**config.mk**
```make
export PLATFORM = sky130hd
export DESIGN_NAME = uart_cmd_responder
export DESIGN_NICKNAME = d
export VERILOG_FILES = /design/src/rtl/uart_pkg.sv /design/src/rtl/uart_byte_sender.sv /design/src/rtl/uart_cmd_responder.sv
export SDC_FILE = /design/constraint.sdc
export NUM_CORES = 1
export LEC_CHECK = 0
export CORE_MARGIN = 2
export CORE_UTILIZATION = 55
export DETAILED_ROUTE_END_ITERATION = 7
export PLACE_DENSITY = 0.81
export SYNTH_ARGS = -nofsm -noshare
export SYNTH_HDL_FRONTEND = slang
export SYNTH_SLANG_ARGS = --single-unit
```
**constraint.sdc**
```tcl
create_clock -name clk -period 5.8 [get_ports clk]
set_clock_uncertainty 0.05 [all_clocks]
set_input_delay 1.16 -clock clk [delete_from_list [all_inputs] [get_ports clk]]
set_output_delay 1.16 -clock clk [all_outputs]
set_load 0.01 [all_outputs]
```
**src/rtl/uart_pkg.sv**
```systemverilog
// Shared constants and state encoding for the UART command responder.
package uart_pkg;

    // Command bytes accepted from the host
    localparam logic [7:0] CMD_READ = 8'h52;
    localparam logic [7:0] CMD_ZERO = 8'h5A;
    localparam logic [7:0] CMD_PING = 8'h50;

    // Response bytes sent back to the host
    localparam logic [7:0] HDR = 8'hAA;
    localparam logic [7:0] ACK = 8'h06;
    localparam logic [7:0] NAK = 8'h15;

    // State encoding
    localparam logic [1:0] ST_IDLE = 2'd0;
    localparam logic [1:0] ST_LOAD = 2'd1;
    localparam logic [1:0] ST_SEND = 2'd2;
    localparam logic [1:0] ST_WAIT = 2'd3;

    typedef enum logic [1:0] {
        IDLE = ST_IDLE,
        LOAD = ST_LOAD,
        SEND = ST_SEND,
        WAIT = ST_WAIT
    } state_e;

    // Single-byte answer for every command that is not a count read
    function automatic logic [7:0] short_reply(input logic [7:0] cmd);
        return ((cmd == CMD_ZERO) || (cmd == CMD_PING)) ? ACK : NAK;
    endfunction

endpackage

```
**src/rtl/uart_byte_sender.sv**
```systemverilog
// Hands one byte to the UART transmitter and waits for it to finish,
// giving up after TIMEOUT_CYCLES cycles (the load cycle counts as the first).
//
// state | meaning
// IDLE  | no byte in flight, waiting for load
// SEND  | byte latched, waiting for the UART to be free, then pulse tx_start
// WAIT  | tx_start issued, waiting for tx_done
module uart_byte_sender
    import uart_pkg::*;
#(
    parameter int TIMEOUT_CYCLES = 2_000_000,
    parameter int TO_W           = 21
) (
    input  logic       clk,
    input  logic       rst,
    input  logic       load,
    input  logic [7:0] byte_in,
    input  logic       tx_busy,
    input  logic       tx_done,
    output logic       tx_start,
    output logic [7:0] tx_data,
    output logic       byte_ok,
    output logic       byte_timeout
);

    // Loaded at the load edge; terminal count 0 lands on the last allowed cycle
    localparam logic [TO_W-1:0] TO_LOAD = TO_W'(TIMEOUT_CYCLES - 2);

    state_e          state_q, state_d;
    logic [7:0]      data_q, data_d;
    logic [TO_W-1:0] to_cnt_q, to_cnt_d;
    logic            to_tc;

    assign to_tc   = (to_cnt_q == '0);
    assign tx_data = data_q;

    // State, held byte and timeout counter registers
    always_ff @(posedge clk or posedge rst) begin
        if (rst) begin
            state_q  <= IDLE;
            data_q   <= '0;
            to_cnt_q <= '0;
        end else begin
            state_q  <= state_d;
            data_q   <= data_d;
            to_cnt_q <= to_cnt_d;
        end
    end

    // Handshake sequencing; timeout wins over a start in the same cycle
    always_comb begin
        state_d      = state_q;
        data_d       = data_q;
        to_cnt_d     = to_cnt_q;
        tx_start     = 1'b0;
        byte_ok      = 1'b0;
        byte_timeout = 1'b0;
        unique case (state_q)
            IDLE: begin
                if (load) begin
                    data_d   = byte_in;
                    to_cnt_d = TO_LOAD;
                    state_d  = SEND;
                end
            end
            SEND: begin
                if (to_tc) begin
                    byte_timeout = 1'b1;
                    state_d      = IDLE;
                end else begin
                    to_cnt_d = to_cnt_q - TO_W'(1);
                    if (!tx_busy) begin
                        tx_start = 1'b1;
                        state_d  = WAIT;
                    end
                end
            end
            WAIT: begin
                if (tx_done) begin
                    byte_ok = 1'b1;
                    state_d = IDLE;
                end else if (to_tc) begin
                    byte_timeout = 1'b1;
                    state_d      = IDLE;
                end else begin
                    to_cnt_d = to_cnt_q - TO_W'(1);
                end
            end
            default: state_d = IDLE;
        endcase
    end

endmodule

```
**src/rtl/uart_cmd_responder.sv**
```systemverilog
// Decodes host command bytes and answers with a framed count snapshot,
// ACK or NAK through the byte sender.
//
// state | meaning
// IDLE  | waiting for a command byte
// LOAD  | hand byte idx to the sender
// SEND  | sender waiting for the UART to accept the byte
// WAIT  | byte on the wire, waiting for tx_done (or timeout)
module uart_cmd_responder
    import uart_pkg::*;
#(
    parameter int COUNT_BYTES    = 4,
    parameter int TIMEOUT_CYCLES = 2_000_000,
    parameter int TO_W           = 21
) (
    input  logic                     clk,
    input  logic                     rst,
    input  logic                     rx_valid,
    input  logic [7:0]               rx_data,
    input  logic                     rx_error,
    input  logic                     tx_busy,
    input  logic                     tx_done,
    output logic                     tx_start,
    output logic [7:0]               tx_data,
    input  logic [8*COUNT_BYTES-1:0] count_in,
    output logic                     count_clear,
    output logic                     busy,
    output logic                     err_sticky,
    output logic                     cmd_dropped
);

    localparam int CW    = 8 * COUNT_BYTES;
    localparam int IDX_W = $clog2(COUNT_BYTES + 2);

    state_e           state_q, state_d;
    logic [CW-1:0]    shadow_q, shadow_d;
    logic [IDX_W-1:0] idx_q, idx_d;
    logic             is_read_q, is_read_d;
    logic [7:0]       reply_q, reply_d;
    logic             count_clear_q, count_clear_d;
    logic             err_q, err_d;
    logic             dropped_q, dropped_d;

    logic             load;
    logic [7:0]       byte_sel;
    logic [7:0]       checksum;
    logic             last_byte;
    logic             byte_ok;
    logic             byte_timeout;

    assign busy        = (state_q != IDLE);
    assign count_clear = count_clear_q;
    assign err_sticky  = err_q;
    assign cmd_dropped = dropped_q;
    assign last_byte   = is_read_q ? (idx_q == IDX_W'(COUNT_BYTES + 1)) : 1'b1;

    uart_byte_sender #(
        .TIMEOUT_CYCLES (TIMEOUT_CYCLES),
        .TO_W           (TO_W)
    ) u_sender (
        .clk          (clk),
        .rst          (rst),
        .load         (load),
        .byte_in      (byte_sel),
        .tx_busy      (tx_busy),
        .tx_done      (tx_done),
        .tx_start     (tx_start),
        .tx_data      (tx_data),
        .byte_ok      (byte_ok),
        .byte_timeout (byte_timeout)
    );

    // Checksum is the XOR of the snapshot bytes
    always_comb begin
        checksum = '0;
        for (int b = 0; b < COUNT_BYTES; b++) begin
            checksum = checksum ^ shadow_q[8*b +: 8];
        end
    end

    // Frame byte for the current index: header, data MSB first, checksum
    always_comb begin
        byte_sel = reply_q;
        if (is_read_q) begin
            byte_sel = (idx_q == '0) ? HDR : checksum;
            for (int b = 0; b < COUNT_BYTES; b++) begin
                if (idx_q == IDX_W'(b + 1)) begin
                    byte_sel = shadow_q[8*(COUNT_BYTES-1-b) +: 8];
                end
            end
        end
    end

    // Responder state and frame context registers
    always_ff @(posedge clk or posedge rst) begin
        if (rst) begin
            state_q       <= IDLE;
            shadow_q      <= '0;
            idx_q         <= '0;
            is_read_q     <= 1'b0;
            reply_q       <= '0;
            count_clear_q <= 1'b0;
            err_q         <= 1'b0;
            dropped_q     <= 1'b0;
        end else begin
            state_q       <= state_d;
            shadow_q      <= shadow_d;
            idx_q         <= idx_d;
            is_read_q     <= is_read_d;
            reply_q       <= reply_d;
            count_clear_q <= count_clear_d;
            err_q         <= err_d;
            dropped_q     <= dropped_d;
        end
    end

    // Command decode and frame sequencing
    always_comb begin
        state_d       = state_q;
        shadow_d      = shadow_q;
        idx_d         = idx_q;
        is_read_d     = is_read_q;
        reply_d       = reply_q;
        count_clear_d = 1'b0;
        err_d         = err_q | rx_error;
        dropped_d     = dropped_q | (rx_valid && (state_q != IDLE));
        load          = 1'b0;
        unique case (state_q)
            IDLE: begin
                if (rx_valid) begin
                    is_read_d     = (rx_data == CMD_READ);
                    reply_d       = short_reply(rx_data);
                    count_clear_d = (rx_data == CMD_ZERO);
                    idx_d         = '0;
                    if (rx_data == CMD_READ) begin
                        shadow_d = count_in;
                    end
                    state_d = LOAD;
                end
            end
            LOAD: begin
                load    = 1'b1;
                state_d = SEND;
            end
            SEND: begin
                if (byte_timeout) begin
                    err_d   = 1'b1;
                    state_d = IDLE;
                end else if (tx_start) begin
                    state_d = WAIT;
                end
            end
            WAIT: begin
                if (byte_ok) begin
                    if (last_byte) begin
                        state_d = IDLE;
                    end else begin
                        idx_d   = idx_q + IDX_W'(1);
                        state_d = LOAD;
                    end
                end else if (byte_timeout) begin
                    err_d   = 1'b1;
                    state_d = IDLE;
                end
            end
            default: state_d = IDLE;
        endcase
    end

endmodule

```
==> flow_summary.ini, run 1 <==
[status]
status = complete, no violations

[detailed_routing]
route.detailed.drc = 0
vias = 3017
drt_iter0_markers = 158
firstDrtPassIters = 4
wl_per_cell_um = 15.9
routed_wl_mm = 8.47
ant_nets = 0
viasPerCell = 5.67

[floorplan]
chipHeight_um = 89.5
initial_utilization = 0.560
fp.dieW_um = 89.5
rows = 31
die_area_um2 = 8010
io_pins = 59
coreArea_um2 = 7180

[clock_tree]
cts_buffers = 9
cts_max_path_buffers = 2
cts_resized = 0
cts-root-buf = clkbuf_8
cts_tree = done
path_clk_slew_ns = 0.08
hold_buffers = 0
numClockSinks = 75
post_cts_buffers = 0
htree_levels = 3
clk_latency_ns = 0.35

[placement]
io_buffer_count = 58
dp.cells = 516
gp_congestion = 0.842
dp_hpwl_mm = 6.09

[finish]
instances_no_fill = 532
drive_above_1_share = 0.159
antenna_cells = 0
final_nets = 480
fillers = 541
synthToLayoutAreaGrowth_pct = 22.3
final_util = 0.686

[worst_hold_path]
min-delay-path-class = reg -> reg

[run]
cap_viol_max_count = 0

[timing]
max_slew_margin = 0.304
worst_pin_slew_ns = 1.04
final_hold_viol_count = 0
grt_setup_unrepaired = false
max_freq_mhz = 233
maxSlewViolCount = 0
fin_crit_sh = 0.740
setup_viol = 0
setup_tns_ns = 0
fin_crit_ns = 4.29

[worst_setup_path]
crit_required_ns = 4.59
crit_chain = or4_4, nor4_4, or3b_4, nor2b_1, clkdlybuf4s50_1
arrival_ns = 3.08
cpPeakStageDelay_ns = 0.62
worst_path_max_delay_cell = nor4_4
cp_max_fo = 13
critical_path_class = reg -> out
crit_path_end_kind = primary output
start_kind = register

[global_routing]
grt_pass1_vias = 3246
antenna_found_initial = 0
grt_pass1_wl_mm = 14.7
grt_max_degree = 53
grt_overflow = 0
grtUsageTotal = 0.237

[power_and_ir_drop]
p_leak_uw = 0.00214
intPower_uw = 1090
pwr-share-comb = 0.238
vdd.ir_drop.worst_mv = 0.192
p_sw_frac = 0.295
p_per_area_nw_per_um2 = 314
power_switching_uw = 456
power_frac_seq = 0.432
power_frac_clock = 0.330

[synthesis]
syn_nets = 425
synth_seq_cells = 75
synth_top_flop_cell = dfrtp_1
yosys.area.top_type_share = 0.467
synthArstFlopShare = 1.00
post_synth.cell_area_avg_um2 = 10.8
yosys-top-cells-area = dfrtp_1 47%, mux2_2 9.0%, nor2_1 3.3%, o21ai_0 3.2%, xnor3_1 2.8%
synth_edf_count = 0
yosys.area.top_type = dfrtp_1
syn_area_um2 = 4020
synth_cells = 373
yosysSeqAreaShare = 0.467
synth_cell_types = 60
yosysWarningCount = 0
[registers in the layout (all words and copies together), names as in the netlist]
register,flops
cmd_dropped,1
u_sender.to_cnt_q,21
u_sender.state_q,2
count_clear,1
err_sticky,1
u_sender.tx_data,8
shadow_q,32
reply_q,3
state_q,2
idx_q,3
is_read_q,1
[area by class of cell]
type | instances | area (µm²) | area share
tap | 99 | 124 | 0.0252
multi-input combinational | 273 | 2030 | 0.413
clock inverter | 4 | 95.1 | 0.0193
clock buffer | 12 | 165 | 0.0336
timing repair buffer | 60 | 596 | 0.121
inverter | 9 | 33.8 | 0.00687
sequential | 75 | 1880 | 0.381
[worst paths after layout]
path	start	endpoint	slack, ns	depth (start not counted)
min reg2reg	err_sticky$_DFF_PP0_	err_sticky$_DFF_PP0_	0.43	1
max	u_sender.to_cnt_q[3]$_DFFE_PP0P_	tx_start	1.51	5
max reg2reg	state_q[1]$_DFFE_PP0P_	shadow_q[17]$_DFFE_PP0P_	2.97	5
min in group asynchronous	rst	count_clear$_DFF_PP0_	1.34	2
max in group asynchronous	rst	shadow_q[5]$_DFFE_PP0P_	3.46	3
min	err_sticky$_DFF_PP0_	err_sticky$_DFF_PP0_	0.43	1
[cells in the final DEF (no fill, tap or decap), types with 10 or more instances in the layout]
cell type	instances
mux2_2	32
nand2_1	29
clkdlybuf4s50_1	58
xor2_1	10
o21ai_0	26
clkbuf_8	12
xnor2_1	12
dfrtp_1	75
nor2_1	35
[power by group through the flow]
stage	Combinational (µW)	Sequential [µW]	Clock (µW)
2_1_floorplan	235	658	0
3_3_place_gp	353	674	0
3_5_place_dp	368	677	0
4_1_cts	371	668	516
5_1_grt	412	679	539
6_report	368	669	510
[routing by layer]
metal	vias up	track usage	wire [µm]
met5	-	0	0
met4	0	0.113	163
met3	19	0.0379	305
met2	69	0.407	4470
met1	1484	0.292	3530
li1	1445	-	-
[logic make-up after synthesis]
logic type / synth area share
compound gates: 0.125
xor+xnor: 0.0759
mux: 0.0996
simple gates: 0.184
buf+inv: 0.0308
flops: 0.467
fa+ha+maj: 0.0187
[synthesized netlist by cell type (all sizes together) (4+ instances only)]
library cell / count
a2111oi: 5
a21oi: 8
a31oi: 4
and3: 5
buf: 7
clkbuf: 9
dfrtp: 75
ha: 6
inv: 9
mux2: 32
mux2i: 4
nand2: 29
nand2b: 8
nand3: 6
nor2: 36
nor2b: 8
nor3b: 4
nor4: 7
o21ai: 26
o22ai: 4
o31ai: 5
or2: 5
xnor2: 12
xnor3: 5
xor2: 10
[through the flow]
| step | cell area, µm² | hold WS (ns) | power [µW] | setup WS, ns |
|---|---|---|---|---|
| floorplan | 4020 | 0.379 | 893 | 2.68 |
| global placement | 4660 | 0.389 | 1030 | 1.91 |
| detailed placement | 4660 | 0.414 | 1040 | 1.86 |
| CTS | 4920 | 0.432 | 1560 | 1.49 |
| global route | 4920 | 0.449 | 1630 | 1.36 |
| finish | 4920 | 0.433 | 1550 | 1.51 |
[worst max-delay path, delay by kind of cell (launching register included)]
kind,cells,cell delay (ns)
buffers and inverters,1,0.47
flip-flops,1,0.43
AND/OR/NAND/NOR,4,1.84
Power figures use the tool's default switching activity.
==> run 2, diff against run 1 <==
CORE_UTILIZATION = 49   (was 55)
PLACE_DENSITY = 0.76   (was 0.81)
clock period = 3.8 ns   (was 5.8 ns; I/O delays follow)
==> run 2 against run 1 <==
  * Core utilization is 8.2 points lower
  * Via count down 1.2%
  * Critical path depth is the same
  * Sequential power increased by 52%
  * Hold slack got worse by 0.011 ns
  * Critical endpoint unchanged
==> flow_summary.ini, run 2 (synthesis gave the netlist of run 1 again) <==
[status]
status = complete, no violations

[global_routing]
grt_pass1_vias = 3025
grtUsageTotal = 0.198
grt_max_degree = 76
antenna_found_initial = 0
grt_overflow = 0
grt_pass1_wl_mm = 13.9

[clock_tree]
post_cts_buffers = 0
cts_resized = 0
cts-root-buf = clkbuf_8
path_clk_slew_ns = 0.08
cts_max_path_buffers = 2
clk_latency_ns = 0.35
numClockSinks = 75
hold_buffers = 0
cts_buffers = 9
htree_levels = 3
cts_tree = done

[placement]
io_buffer_count = 58
dpl_cell_area_um2 = 4690
dp_hpwl_mm = 5.79
gp_congestion = 0.812
dp_slack_ns = 0.523

[run]
cap_viol_max_count = 0

[floorplan]
chipHeight_um = 94.6
coreArea_um2 = 8090
fp.dieW_um = 94.6
die_area_um2 = 8950
initial_utilization = 0.497
io_pins = 59
rows = 33

[worst_setup_path]
crit_path_end_kind = primary output
arrival_ns = 2.71
cp_max_fo = 6
cpPeakStageDelay_ns = 0.57
crit_required_ns = 2.99
crit_chain = or4_4, nor4_4, or3b_4, nor2b_1, clkdlybuf4s50_1
critical_path_class = reg -> out
worst_path_max_delay_cell = or4_4
reg2reg_slack_ns = 1.24
start_kind = register

[timing]
worst_pin_slew_ns = 0.940
fin_crit_ns = 3.52
max_slew_margin = 0.373
setup_tns_ns = 0
grt_setup_unrepaired = false
max_freq_mhz = 284
fin_ws_ns = 0.285
maxSlewViolCount = 0
fin_crit_sh = 0.925
final_hold_viol_count = 0
setup_viol = 0

[detailed_routing]
wl_per_cell_um = 15.1
firstDrtPassIters = 4
ant_nets = 0
vias = 2980
routed_wl_mm = 8.15
route.detailed.drc = 0
viasPerCell = 5.51
drt_iter0_markers = 149

[worst_hold_path]
min-delay-path-class = reg -> reg

[finish]
synthToLayoutAreaGrowth_pct = 21.4
final_nets = 483
drive_above_1_share = 0.163
final_common_cell = dfrtp_1
regMostFlops = shadow_q
largest_register_ffs = 32
fin_area_um2 = 4880
final_cell_mix = 75 x dfrtp_1, 58 x clkdlybuf4s50_1, 35 x nor2_1
antenna_cells = 0

[power_and_ir_drop]
p_leak_uw = 0.00212
vdd.ir_drop.worst_mv = 0.238
p_per_area_nw_per_um2 = 452
run 2: changes by cell type in the layout (fill, tap and decap cells not counted):
cell	delta
buf_4	+3
clkinv_2	+1
clkinv_4	+1
clkbuf_8	-3
clkbuf_1	+1
inv_6	+1
bufinv_16	-2
clkinvlp_4	+1
run 2: area by class of cell:
type / instances / area [µm²]
clock buffers: 10 / 128
clock inverters: 6 / 65.1
fillers: 689 / 3210
inverters: 9 / 33.8
multi-input cells: 273 / 2030
flip-flops and latches: 75 / 1880
well taps: 105 / 131
repair buffers: 63 / 618
run 2: path summary, 6_finish.rpt:
| check | startpoint | end | cells past startpoint |
|---|---|---|---|
| max | u_sender.to_cnt_q[3]$_DFFE_PP0P_ | tx_start | 5 |
| min | reply_q[2]$_DFFE_PP0P_ | reply_q[2]$_DFFE_PP0P_ | 1 |
| max reg2reg | state_q[1]$_DFFE_PP0P_ | shadow_q[9]$_DFFE_PP0P_ | 6 |
| min reg2reg | reply_q[2]$_DFFE_PP0P_ | reply_q[2]$_DFFE_PP0P_ | 1 |
| max in group asynchronous | rst | shadow_q[7]$_DFFE_PP0P_ | 3 |
| min in group asynchronous | rst | u_sender.tx_data[4]$_DFFE_PP0P_ | 3 |
run 2: per-layer routing:
metal,part of all wire,routed length (µm),track usage,up-vias
met3,0.033,269,0.0343,19
met5,0,0,0,-
met1,0.46,3740,0.261,1452
li1,-,-,-,1450
met2,0.49,3960,0.318,59
met4,0.023,187,0.0966,0
run 2: metrics by stage:
step / hold WS, ns / std cells / util / total power [µW]
floorplan: 0.379 / 373 / - / 1360
global placement: 0.390 / 525 / 0.579 / 1580
detailed placement: 0.398 / 525 / 0.579 / 1600
CTS: 0.423 / 541 / 0.603 / 2220
global route: 0.448 / 541 / 0.603 / 2350
finish: 0.422 / 541 / 0.603 / 2210
run 2: critical path: cells and delay by family, from the launching register on:
kind	cells	cell delay, ns
flops	1	0.43
simple gates	4	1.45
buf+inv	1	0.47
run 2: power breakdown:
part           leakage (µW)  internal, µW  switching (µW)
clock             0.0000966           305             315
combinational       0.00107           281             284
sequential         0.000949           900             120
total               0.00212          1490             719
==> run 3, diff against run 2 <==
clock period = 2.9 ns   (was 3.8 ns; I/O delays follow)
==> run 3 against run 2 <==
  * Sequential power is 29% higher
  * Hold slack improved by 0.0019 ns
  * Combinational power rose by 45%
  * Critical endpoint unchanged
==> flow_summary.ini, run 3 (synthesis gave the netlist of run 1 again) <==
[global_routing]
grt_overflow = 0
antenna_found_initial = 0
grtUsageTotal = 0.215
grt_pass1_wl_mm = 14.9
grt_max_degree = 76
grt_pass1_vias = 3136

[detailed_routing]
drt_iter0_markers = 158
ant_nets = 0
top_layer = met4
route.detailed.drc = 0
wl_met3_um = 309
firstDrtPassIters = 6
vias = 3061
wl_met1_mm = 3.75
wl_met2_mm = 4.46
routed_wl_mm = 8.74
wl_per_cell_um = 15.8
viasPerCell = 5.54

[worst_setup_path]
critical_path_class = reg -> out
crit_path_end_kind = primary output
arrival_ns = 2.25
start_kind = register
cp_max_fo = 2
crit_required_ns = 2.27

[finish]
ff_latch_area_um2 = 1880
drive_above_1_share = 0.192
final_nets = 495
synthToLayoutAreaGrowth_pct = 25.6
final_util = 0.624
largest_register_ffs = 32
regMostFlops = shadow_q
fillers = 683
multi_input_area_um2 = 2040
final_common_cell = dfrtp_1
final_cell_mix = 75 x dfrtp_1, 57 x clkdlybuf4s50_1, 35 x nor2_1
antenna_cells = 0

[floorplan]
coreArea_um2 = 8090
fp.dieW_um = 94.6
rows = 33
chipHeight_um = 94.6
die_area_um2 = 8950
initial_utilization = 0.497
io_pins = 59

[clock_tree]
clk_latency_ns = 0.35
cts_max_path_buffers = 2
hold_buffers = 0
htree_levels = 3
cts_buffers = 9
numClockSinks = 75
path_clk_slew_ns = 0.08
cts-root-buf = clkbuf_8
cts_tree = done

[timing]
worst_pin_slew_ns = 0.655
setup_tns_ns = 0
maxSlewViolCount = 0
grt_setup_unrepaired = true
setup_viol = 0
fin_crit_sh = 0.992
fin_crit_ns = 2.88
final_hold_viol_count = 0
max_freq_mhz = 348
max_slew_margin = 0.562
whs_ns = 0.424

[run]
cap_viol_max_count = 0

[placement]
gp_congestion = 0.849
io_buffer_count = 58
dp_hpwl_mm = 6.18

[status]
status = complete, no violations

[power_and_ir_drop]
p_per_area_nw_per_um2 = 612
vdd.ir_drop.worst_mv = 0.379
p_leak_uw = 0.00222

[worst_hold_path]
min-delay-path-class = reg -> reg
-- run 3: cell types whose count changed in the layout (fill, tap and decap cells not counted), moves of 2 or more --
cell	previous run	this run
buf_12	0	2
buf_4	5	15
clkinv_2	2	0
clkbuf_8	9	11
-- run 3: cell type report --
class / count / area share
multi-input cells: 273 / 0.403
flip-flops and latches: 75 / 0.372
repair buffers: 75 / 0.145
clock buffers: 11 / 0.0300
well taps: 105 / 0.0260
clock inverters: 5 / 0.0168
inverters: 9 / 0.00669
-- run 3: layer usage --
metal,vias up,GRT usage
met5,-,0
met4,0,0.101
met3,16,0.0351
met2,61,0.369
met1,1502,0.264
li1,1482,-
-- run 3: final timing paths --
kind / startpoint / to / slack [ns] / cells past startpoint
hold reg to reg: err_sticky$_DFF_PP0_ / err_sticky$_DFF_PP0_ / 0.42 / 1
min in group asynchronous: rst / u_sender.to_cnt_q[13]$_DFFE_PP0P_ / 0.58 / 3
max in group asynchronous: rst / shadow_q[15]$_DFFE_PP0P_ / 1.91 / 3
setup / recovery: u_sender.to_cnt_q[3]$_DFFE_PP0P_ / tx_start / 0.02 / 5
hold / removal: err_sticky$_DFF_PP0_ / err_sticky$_DFF_PP0_ / 0.42 / 1
setup reg to reg: u_sender.to_cnt_q[3]$_DFFE_PP0P_ / u_sender.to_cnt_q[5]$_DFFE_PP0P_ / 0.54 / 8
-- run 3: through the flow --
stage	cell area [µm²]	worst slack (ns)	power [µW]	std cells
2_1_floorplan	4020	0.360	1790	373
3_3_place_gp	4780	0.0755	2120	534
3_5_place_dp	4780	0.0480	2160	534
4_1_cts	5030	0.00152	3100	552
5_1_grt	5050	-0.0201	3260	553
6_report	5050	0.0245	3090	553
-- run 3: critical path, cell delays in order (launching register included) --
cell and delay [ns]:
dfrtp_1 0.40, or4_4 0.56, nor4_4 0.27, or3b_4 0.41, nor2b_4 0.14, buf_6 0.11
-- run 3: report_power, final --
group / switching [µW] / internal (µW)
Sequential: 143 / 1180
Clock: 409 / 535
Combinational: 409 / 413
-- run 3: what timing repair did --
action,in CTS,in global routing
buffers inserted,2,1
setup endpoints to repair,1,1
pin swaps,3,2
resized for setup,4,3
